`config.mk`:
```
export PLATFORM = sky130hd
export DESIGN_NAME = regfile_write_arbiter
export DESIGN_NICKNAME = d
export VERILOG_FILES = /design/src/rtl/regfile_write_arbiter.sv
export SDC_FILE = /design/constraint.sdc
export NUM_CORES = 1
export LEC_CHECK = 0
export CAP_MARGIN = 40
export CELL_PAD_IN_SITES_DETAIL_PLACEMENT = 0
export CELL_PAD_IN_SITES_GLOBAL_PLACEMENT = 1
export CORE_MARGIN = 10
export CORE_UTILIZATION = 33
export DETAILED_ROUTE_END_ITERATION = 12
export GPL_TIMING_DRIVEN = 0
export MAX_ROUTING_LAYER = met4
export PLACE_DENSITY_LB_ADDON = 0.1
export SYNTH_ARGS = -nofsm -noshare
export SYNTH_HDL_FRONTEND = slang
export SYNTH_SLANG_ARGS = --single-unit
```
`constraint.sdc`:
```
create_clock -name clk -period 2.6 [get_ports clk]
set_input_delay 0.52 -clock clk [delete_from_list [all_inputs] [get_ports clk]]
set_output_delay 0.52 -clock clk [all_outputs]
set_load 0.005 [all_outputs]
```
`src/rtl/regfile_write_arbiter.sv`:
```
// Round-robin arbiter that shares the register file write port among NREQ
// producers, plus a busy scoreboard of destination registers with writes in flight.
// Define REGARB_FIXED_PRIORITY_EN for fixed-priority arbitration (lowest index wins).
module regfile_write_arbiter #(
  parameter int NREQ   = 3,
  parameter int DATA_W = 16,
  parameter int ADDR_W = 3
) (
  input  logic                     clk,
  input  logic                     reset,
  input  logic [NREQ-1:0]          req_valid,
  input  logic [NREQ*ADDR_W-1:0]   req_addr,
  input  logic [NREQ*DATA_W-1:0]   req_data,
  output logic [NREQ-1:0]          req_ready,
  input  logic                     rsv_valid,
  input  logic [ADDR_W-1:0]        rsv_addr,
  output logic                     rsv_ready,
  output logic [(1<<ADDR_W)-1:0]   busy,
  output logic                     write,
  output logic [ADDR_W-1:0]        wrAddr,
  output logic [DATA_W-1:0]        wrData
);

  localparam int NREGS = 1 << ADDR_W;
  localparam int IDX_W = (NREQ > 1) ? $clog2(NREQ) : 1;

  logic [IDX_W-1:0]  gnt_idx;
  logic              gnt_any;
  logic [ADDR_W-1:0] gnt_addr;
  logic [DATA_W-1:0] gnt_data;
  logic [NREGS-1:0]  busy_next;

`ifdef REGARB_FIXED_PRIORITY_EN

  // NOTE: every always_comb output gets a default first so no path leaves it unassigned (no latch).
  always_comb begin
    gnt_idx = '0;
    gnt_any = 1'b0;
    for (int i = 0; i < NREQ; i++) begin
      if (!gnt_any && req_valid[i]) begin
        gnt_any = 1'b1;
        gnt_idx = IDX_W'(i);
      end
    end
  end

`else

  logic [IDX_W-1:0] ptr;

  // NOTE: every always_comb output gets a default first so no path leaves it unassigned (no latch).
  always_comb begin : rr_search
    int cand;
    cand    = 0;
    gnt_idx = '0;
    gnt_any = 1'b0;
    for (int k = 0; k < NREQ; k++) begin
      cand = int'(ptr) + k;
      if (cand >= NREQ) cand = cand - NREQ;
      if (!gnt_any && req_valid[cand]) begin
        gnt_any = 1'b1;
        gnt_idx = IDX_W'(cand);
      end
    end
  end

  // Pointer moves past the winner only when a grant is actually taken.
  // NOTE: sequential state uses non-blocking assignments so all registers update together.
  always_ff @(posedge clk or negedge reset) begin
    if (!reset) begin
      ptr <= '0;
    end else if (gnt_any) begin
      if (int'(gnt_idx) == NREQ - 1) ptr <= '0;
      else                           ptr <= gnt_idx + IDX_W'(1);
    end
  end

`endif

  // Grant is one-hot and only ever names a valid requester, so valid&ready == gnt_any.
  always_comb begin
    req_ready = '0;
    gnt_addr  = '0;
    gnt_data  = '0;
    for (int i = 0; i < NREQ; i++) begin
      if (gnt_any && gnt_idx == IDX_W'(i)) begin
        req_ready[i] = 1'b1;
        gnt_addr     = req_addr[i*ADDR_W +: ADDR_W];
        gnt_data     = req_data[i*DATA_W +: DATA_W];
      end
    end
  end

  always_ff @(posedge clk or negedge reset) begin
    if (!reset) begin
      write  <= 1'b0;
      wrAddr <= '0;
      wrData <= '0;
    end else begin
      write <= gnt_any;
      if (gnt_any) begin
        wrAddr <= gnt_addr;
        wrData <= gnt_data;
      end
    end
  end

  assign rsv_ready = rsv_valid & ~busy[rsv_addr];

  // Clear applied before set so a same-edge reservation of the written register survives.
  always_comb begin
    busy_next = busy;
    if (write)     busy_next[wrAddr]   = 1'b0;
    if (rsv_ready) busy_next[rsv_addr] = 1'b1;
  end

  always_ff @(posedge clk or negedge reset) begin
    if (!reset) busy <= '0;
    else        busy <= busy_next;
  end

endmodule
```
==> results of run 1 <==
==> worst reg2reg max path, stage by stage (launching register included) <==
cell	delay, ns
dfrtp_2	0.45
ha_4	0.18
buf_6	0.13
a22o_1	0.25
o21ba_4	0.21
buf_4	0.15
o32ai_4	0.55
buf_6	0.26
a221oi_2	0.06
a21oi_2	0.13
==> area by class of cell <==
| class | count | area, µm² |
|---|---|---|
| sequential | 30 | 752 |
| clock buffer | 6 | 82.6 |
| clock inverter | 2 | 60.1 |
| timing repair buffer | 107 | 1030 |
| buffer | 25 | 190 |
| inverter | 6 | 22.5 |
| tap | 102 | 128 |
| multi-input combinational | 215 | 1720 |
| fill | 716 | 3660 |
==> what timing repair did <==
action | in CTS | in global routing
hold buffers | 0 | 0
buffers inserted | 6 | 9
hold endpoints to repair | 0 | 0
pin swaps | 6 | 7
gates resized for setup | 35 | 24
setup endpoints to repair | 13 | 13
==> per-stage QoR <==
step | cell area (µm²) | setup WS, ns | util
finish | 3990 | -0.00521 | 0.521
global route | 3990 | -0.109 | 0.521
CTS | 3880 | -0.120 | 0.508
detailed placement | 3600 | -0.754 | 0.471
global placement | 3610 | -0.781 | 0.472
floorplan | 2560 | 0.239 | -
==> metal layers <==
metal	track usage	share of wire
met3	0.0375	0.066
met4	0.0315	0.0080
met1	0.211	0.46
met5	-	0
met2	0.232	0.46
==> power by group through the flow <==
stage | logic, mW | clock network, mW | registers (mW)
floorplan | 2.44 | 0 | 0.903
global placement | 3.67 | 0 | 0.911
detailed placement | 3.69 | 0 | 0.913
CTS | 3.91 | 0.616 | 0.911
global route | 4.43 | 0.642 | 0.947
finish | 4.05 | 0.604 | 0.909
==> path summary, 6_finish.rpt <==
kind,from,endpoint,cells past startpoint
min in group clk,busy[6],busy[6],2
max reg2reg,ptr[1],wrData[5],9
min reg2reg,busy[6],busy[6],2
max,ptr[1],req_ready[0],7
min,reset,wrData[1],1
max in group asynchronous,reset,ptr[1],1
==> cell families (layout without fill, tap and decap cells) <==
kind of cell | Yosys count | in the layout
buffers and inverters | 32 | 146
DFF | 30 | 30
AOI/OAI and AO/OA | 114 | 114
adders and majority gates | 3 | 3
and+or+nand+nor | 76 | 76
muxes | 22 | 22
==> state kept, by name (all words and copies together), names as in the netlist <==
signal / flops
wrAddr: 3
wrData: 16
ptr: 2
busy: 8
write: 1
==> cells in the final DEF, fill, tap and decap left out, drive strengths merged, types with 3 or more instances in the layout <==
master / netlist / final
a221oi: 21 / 21
a21o: 21 / 21
ha: 3 / 3
o21ai: 15 / 15
dfrtp: 30 / 30
clkbuf: 13 / 17
inv: 6 / 6
o211ai: 19 / 19
nor2: 6 / 6
mux2i: 21 / 21
or2b: 8 / 8
buf: 13 / 32
o31ai: 4 / 4
nand2b: 18 / 18
a21oi: 21 / 21
nand3: 5 / 5
nand2: 29 / 29
clkdlybuf4s50: 0 / 87
==> key figures, run 1 <==
Critical path
  • CP Capture Type: primary output
  • Cell Chain, Critical Path: ha_4 > nor4bb_2 > o31a_1 > buf_6 > a21oi_2 > o22a_1 > buf_2
  • Class of the most critical setup path: flip-flop to primary output
  • Critical path peak fanout: 6
  • Buf/Inv on CP: 2
  • Worst EP arrival: 2.09 ns
  • CP startpoint kind: flip-flop
  • R2r setup slk: 0.16 ns
  • Delay-heaviest family, CP: compound AO/OA/AOI/OAI gates
  • Crit-path slowest cell: dfrtp_2
  • CP required: 2.08 ns
  • CP max stage delay: 0.45 ns

Power
  • Total power: 5.56 mW
  • Switching fraction of total power: 0.423
  • Worst vdd ir: 0.569 mV
  • Power density over the cells: 1400 mW/mm²
  • Internal power: 3.21 mW
  • Clock power share: 0.109
  • Leak: 1.58 nW
  • Switch Pwr: 2.35 mW
  • Seq pwr share: 0.163
  • Combinational share of power: 0.728

Detailed routing
  • DRT iter0 DRCs: 175
  • Routed Antenna Nets: 0
  • Vias per cell: 5.37
  • 1st-pass router iterations: 4
  • Vias: 2,647
  • Drt wl/cell: 18.6 µm
  • Routed WL: 9.17 mm
  • DRC viols: 0

Run status
  • Status: finished with violations
  • Failing checks: negative setup slack

Clocking
  • Clk root buf: clkbuf_8
  • Total clock sinks: 30
  • Clock latency at the later pin of the worst-skew pair: 0.29 ns
  • H-tree levels: 2
  • CTS tree: yes
  • Max Root-Sink Buffers: 2
  • Worst-path clk slew: 0.07 ns
  • Total CTS buffers: 5

Floorplanning
  • Initial Util: 0.334
  • Die height: 108 µm
  • Cell row count: 32
  • DIE WIDTH: 108 µm
  • CORE AREA: 0.00765 mm²
  • Num ports: 98
  • Die Area: 0.0117 mm²

STA
  • Fmax: 384 MHz
  • Setup ws final: -0.00521 ns
  • Post-Route Skew: 0.00689 ns
  • Unrepaired setup endpoints after global routing: true
  • # setup viols final: 1
  • Final hold violations: 0
  • Hold Slack: 0.296 ns
  • Fin crit period: 2.61 ns
  • Worst slew pin tran: 0.734 ns
  • Final Max Slew Viols: 0
  • Max_slew headroom: 0.511
  • Fin crit share: 1.00
  • Setup TNS Final: -0.00521 ns

Global route
  • Congestion Overflow GR: 0
  • First-pass GRT wire length: 14.1 mm
  • Largest net degree at the start of global routing: 31
  • Antenna violations before repair: 0
  • Vias in the first global route: 2,698
  • Tot GR Track Use: 0.156

Placement
  • Placed Cells: 471
  • Placer Congestion: 0.796
  • DP Wirelength: 6.50 mm
  • Port bufs: 92

Yosys
  • Post-synthesis cell type count: 44
  • Post-Synth XOR/XNOR Area: 0
  • Commonest cells post-synth: dfrtp_1 (30), nand2_1 (29), a21o_1 (21), mux2i_1 (21), o211ai_1 (19)
  • Synth Area in Compound Gates: 0.371
  • Number of synthesized register bits: 30
  • Post-Syn Instances: 277
  • Yosys top cell by area: dfrtp_1
  • Largest family of logic cells by synthesized area: compound AO/OA/AOI/OAI gates
  • Top-count cell post-synth: dfrtp_1
  • Post-synth EDFFs: 0
  • Register area share after synthesis: 0.294
  • Average cell area after synthesis: 9.23 µm²
  • Post-synthesis async set-or-reset flop share: 1.00
  • Largest cells by area after synthesis: dfrtp_1 (29%), mux2i_1 (8.2%), a221oi_2 (7.0%), a21o_1 (6.2%), o211ai_1 (5.6%)
  • Prevailing post-synth register cell: dfrtp_1
  • Synth Area in Simple Gates: 0.160
  • Mux share of post-synthesis cell area: 0.0910
  • Syn Nets: 346
  • Ys Warns: 0
  • Post-synth top area share: 0.294
  • Adder-Cell Fraction of Synth Area: 0.0147
  • Post-Synthesis Cell Area: 0.00256 mm²

Layout
  • Non-Filler Instances: 493
  • Final net count: 459
  • Layout cells sized above 1: 0.230
  • ANT cells: 0
  • Area grow syn2layout: 55.8%

Worst hold path
  • Worst hold path class: primary input to async pin

Job
  • Maxcap violations: 0
(Power assumes the default switching activity.)
==> run 2, diff against run 1 <==
clock period = 2.9 ns   (was 2.6 ns; I/O delays follow)
==> run 2 against run 1 <==
The run now ends clean. Sequential share of layout area rose by 0.67 points. Power down 14%. Core utilization shrank 1.9 points. Register-to-register slack gained 0.13 ns. Sequential power decreased by 11%. Wire length fell by 1.9%.
==> key figures, run 2 (synthesized netlist as in run 1, its figures left out) <==
Run status
  • Status: completed

Clocking
  • Total clock sinks: 30
  • CTS tree: yes
  • Worst-path clk slew: 0.07 ns
  • Clk root buf: clkbuf_8
  • H-tree levels: 2
  • Clock latency at the later pin of the worst-skew pair: 0.29 ns
  • Total CTS buffers: 5
  • Max Root-Sink Buffers: 2

Detailed routing
  • Routed Antenna Nets: 0
  • Routed WL: 9.00 mm
  • Vias per cell: 5.38
  • 1st-pass router iterations: 4
  • Drt wl/cell: 18.6 µm
  • DRC viols: 0
  • Vias: 2,599
  • DRT iter0 DRCs: 167

Critical path
  • CP required: 2.32 ns
  • Class of the most critical setup path: flip-flop to primary output
  • Worst EP arrival: 2.24 ns
  • Crit-path slowest cell: dfrtp_1
  • Delay-heaviest family, CP: compound AO/OA/AOI/OAI gates
  • CP Capture Type: primary output
  • CP max stage delay: 0.41 ns
  • CP startpoint kind: flip-flop
  • Buf/Inv on CP: 4
  • Critical path startpoint: ptr[0]
  • Critical path peak fanout: 10
  • Cell Chain, Critical Path: inv_2 > ha_4 > nor4bb_1 > o31a_1 > buf_4 > clkbuf_8 > a21oi_1 > o22a_1 > buf_2
  • Worst r2r src: ptr[1]

Layout
  • Most frequent cells in the layout: clkdlybuf4s50_1 (88), dfrtp_1 (30), nand2_1 (29)
  • Area grow syn2layout: 50.2%
  • Final net count: 449
  • Layout cells sized above 1: 0.178
  • Largest Register: wrData
  • Cell area after layout: 0.00384 mm²
  • Regs by FF count: wrData (16), busy (8), wrAddr (3)
  • Largest register FFs: 16
  • Most common cell after layout, fill and taps aside: clkdlybuf4s50_1
  • ANT cells: 0

STA
  • Final hold violations: 0
  • Post-Route Skew: 0.00451 ns
  • Fin crit period: 2.82 ns
  • Fmax: 355 MHz
  • Fin crit share: 0.972
  • Unrepaired setup endpoints after global routing: true
  • # setup viols final: 0
  • Final Max Slew Viols: 0
  • Max_slew headroom: 0.499
  • Worst slew pin tran: 0.752 ns

Global route
  • Vias in the first global route: 2,626
  • Tot GR Track Use: 0.154
  • Largest net degree at the start of global routing: 31
  • Antenna violations before repair: 0
  • Congestion Overflow GR: 0
  • First-pass GRT wire length: 13.9 mm

Floorplanning
  • CORE AREA: 0.00765 mm²
  • DIE WIDTH: 108 µm
  • Initial Util: 0.334
  • Cell row count: 32
  • Num ports: 98
  • Die Area: 0.0117 mm²
  • Die height: 108 µm

Worst hold path
  • Worst hold path class: primary input to async pin

Placement
  • Placer Congestion: 0.796
  • Port bufs: 92
  • DP Wirelength: 6.50 mm
  • Placed Area: 0.00360 mm²

Power
  • Leak: 1.50 nW
  • Power density over the cells: 1240 mW/mm²
  • Total power: 4.77 mW
  • Worst vdd ir: 0.493 mV

Job
  • Maxcap violations: 0
-- run 2: changes by cell type in the layout (fill, tap and decap cells not counted), moves of 2 or more --
cell      change
buf_6         -3
clkbuf_2      -2
buf_4        -10
clkbuf_1      +3
-- run 2: timing repair --
item | in CTS | in global routing
gates resized for setup | 25 | 3
setup endpoints to repair | 5 | 13
hold endpoints to repair | 0 | 0
hold buffers | 0 | 0
pin swaps | 3 | 2
setup buffers | 3 | 1
-- run 2: final timing paths --
kind | end | slack [ns] | cells past startpoint
max | req_ready[0] | 0.08 | 9
min | wrAddr[1] | 0.36 | 1
max reg2reg | wrData[9] | 0.29 | 9
min reg2reg | busy[6] | 0.54 | 2
max in group asynchronous | wrData[2] | 2.07 | 1
min in group clk | busy[6] | 0.54 | 2
-- run 2: through the flow --
stage	hold WS (ns)	TNS (ns)	std cells	setup WS [ns]	util
2_1_floorplan	0.284	0	277	0.479	-
3_3_place_gp	0.493	-2.83	471	-0.601	0.472
3_5_place_dp	0.508	-3.30	471	-0.574	0.471
4_1_cts	0.382	0	482	0.0297	0.499
5_1_grt	0.409	-0.0424	483	-0.0424	0.502
6_report	0.364	0	483	0.0815	0.502
-- run 2: layout make-up --
class	instances	area (µm²)
timing repair buffer	96	938
buffer	26	184
tap	102	128
inverter	6	22.5
clock buffer	6	82.6
multi-input combinational	215	1680
clock inverter	2	60.1
fill	739	3810
sequential	30	751
-- run 2: layer usage --
layer | part of all wire | global-route usage
met1 | 0.48 | 0.209
met2 | 0.45 | 0.227
met3 | 0.060 | 0.0375
met4 | 0.010 | 0.0296
met5 | 0 | -
-- run 2: where the power goes --
| group | leakage (nW) | total (mW) | switching (mW) | internal (mW) |
|---|---|---|---|---|
| registers | 0.362 | 0.812 | 0.156 | 0.656 |
| clock network | 0.0714 | 0.542 | 0.175 | 0.367 |
| logic | 1.07 | 3.42 | 1.71 | 1.71 |
| total | 1.50 | 4.77 | 2.04 | 2.73 |
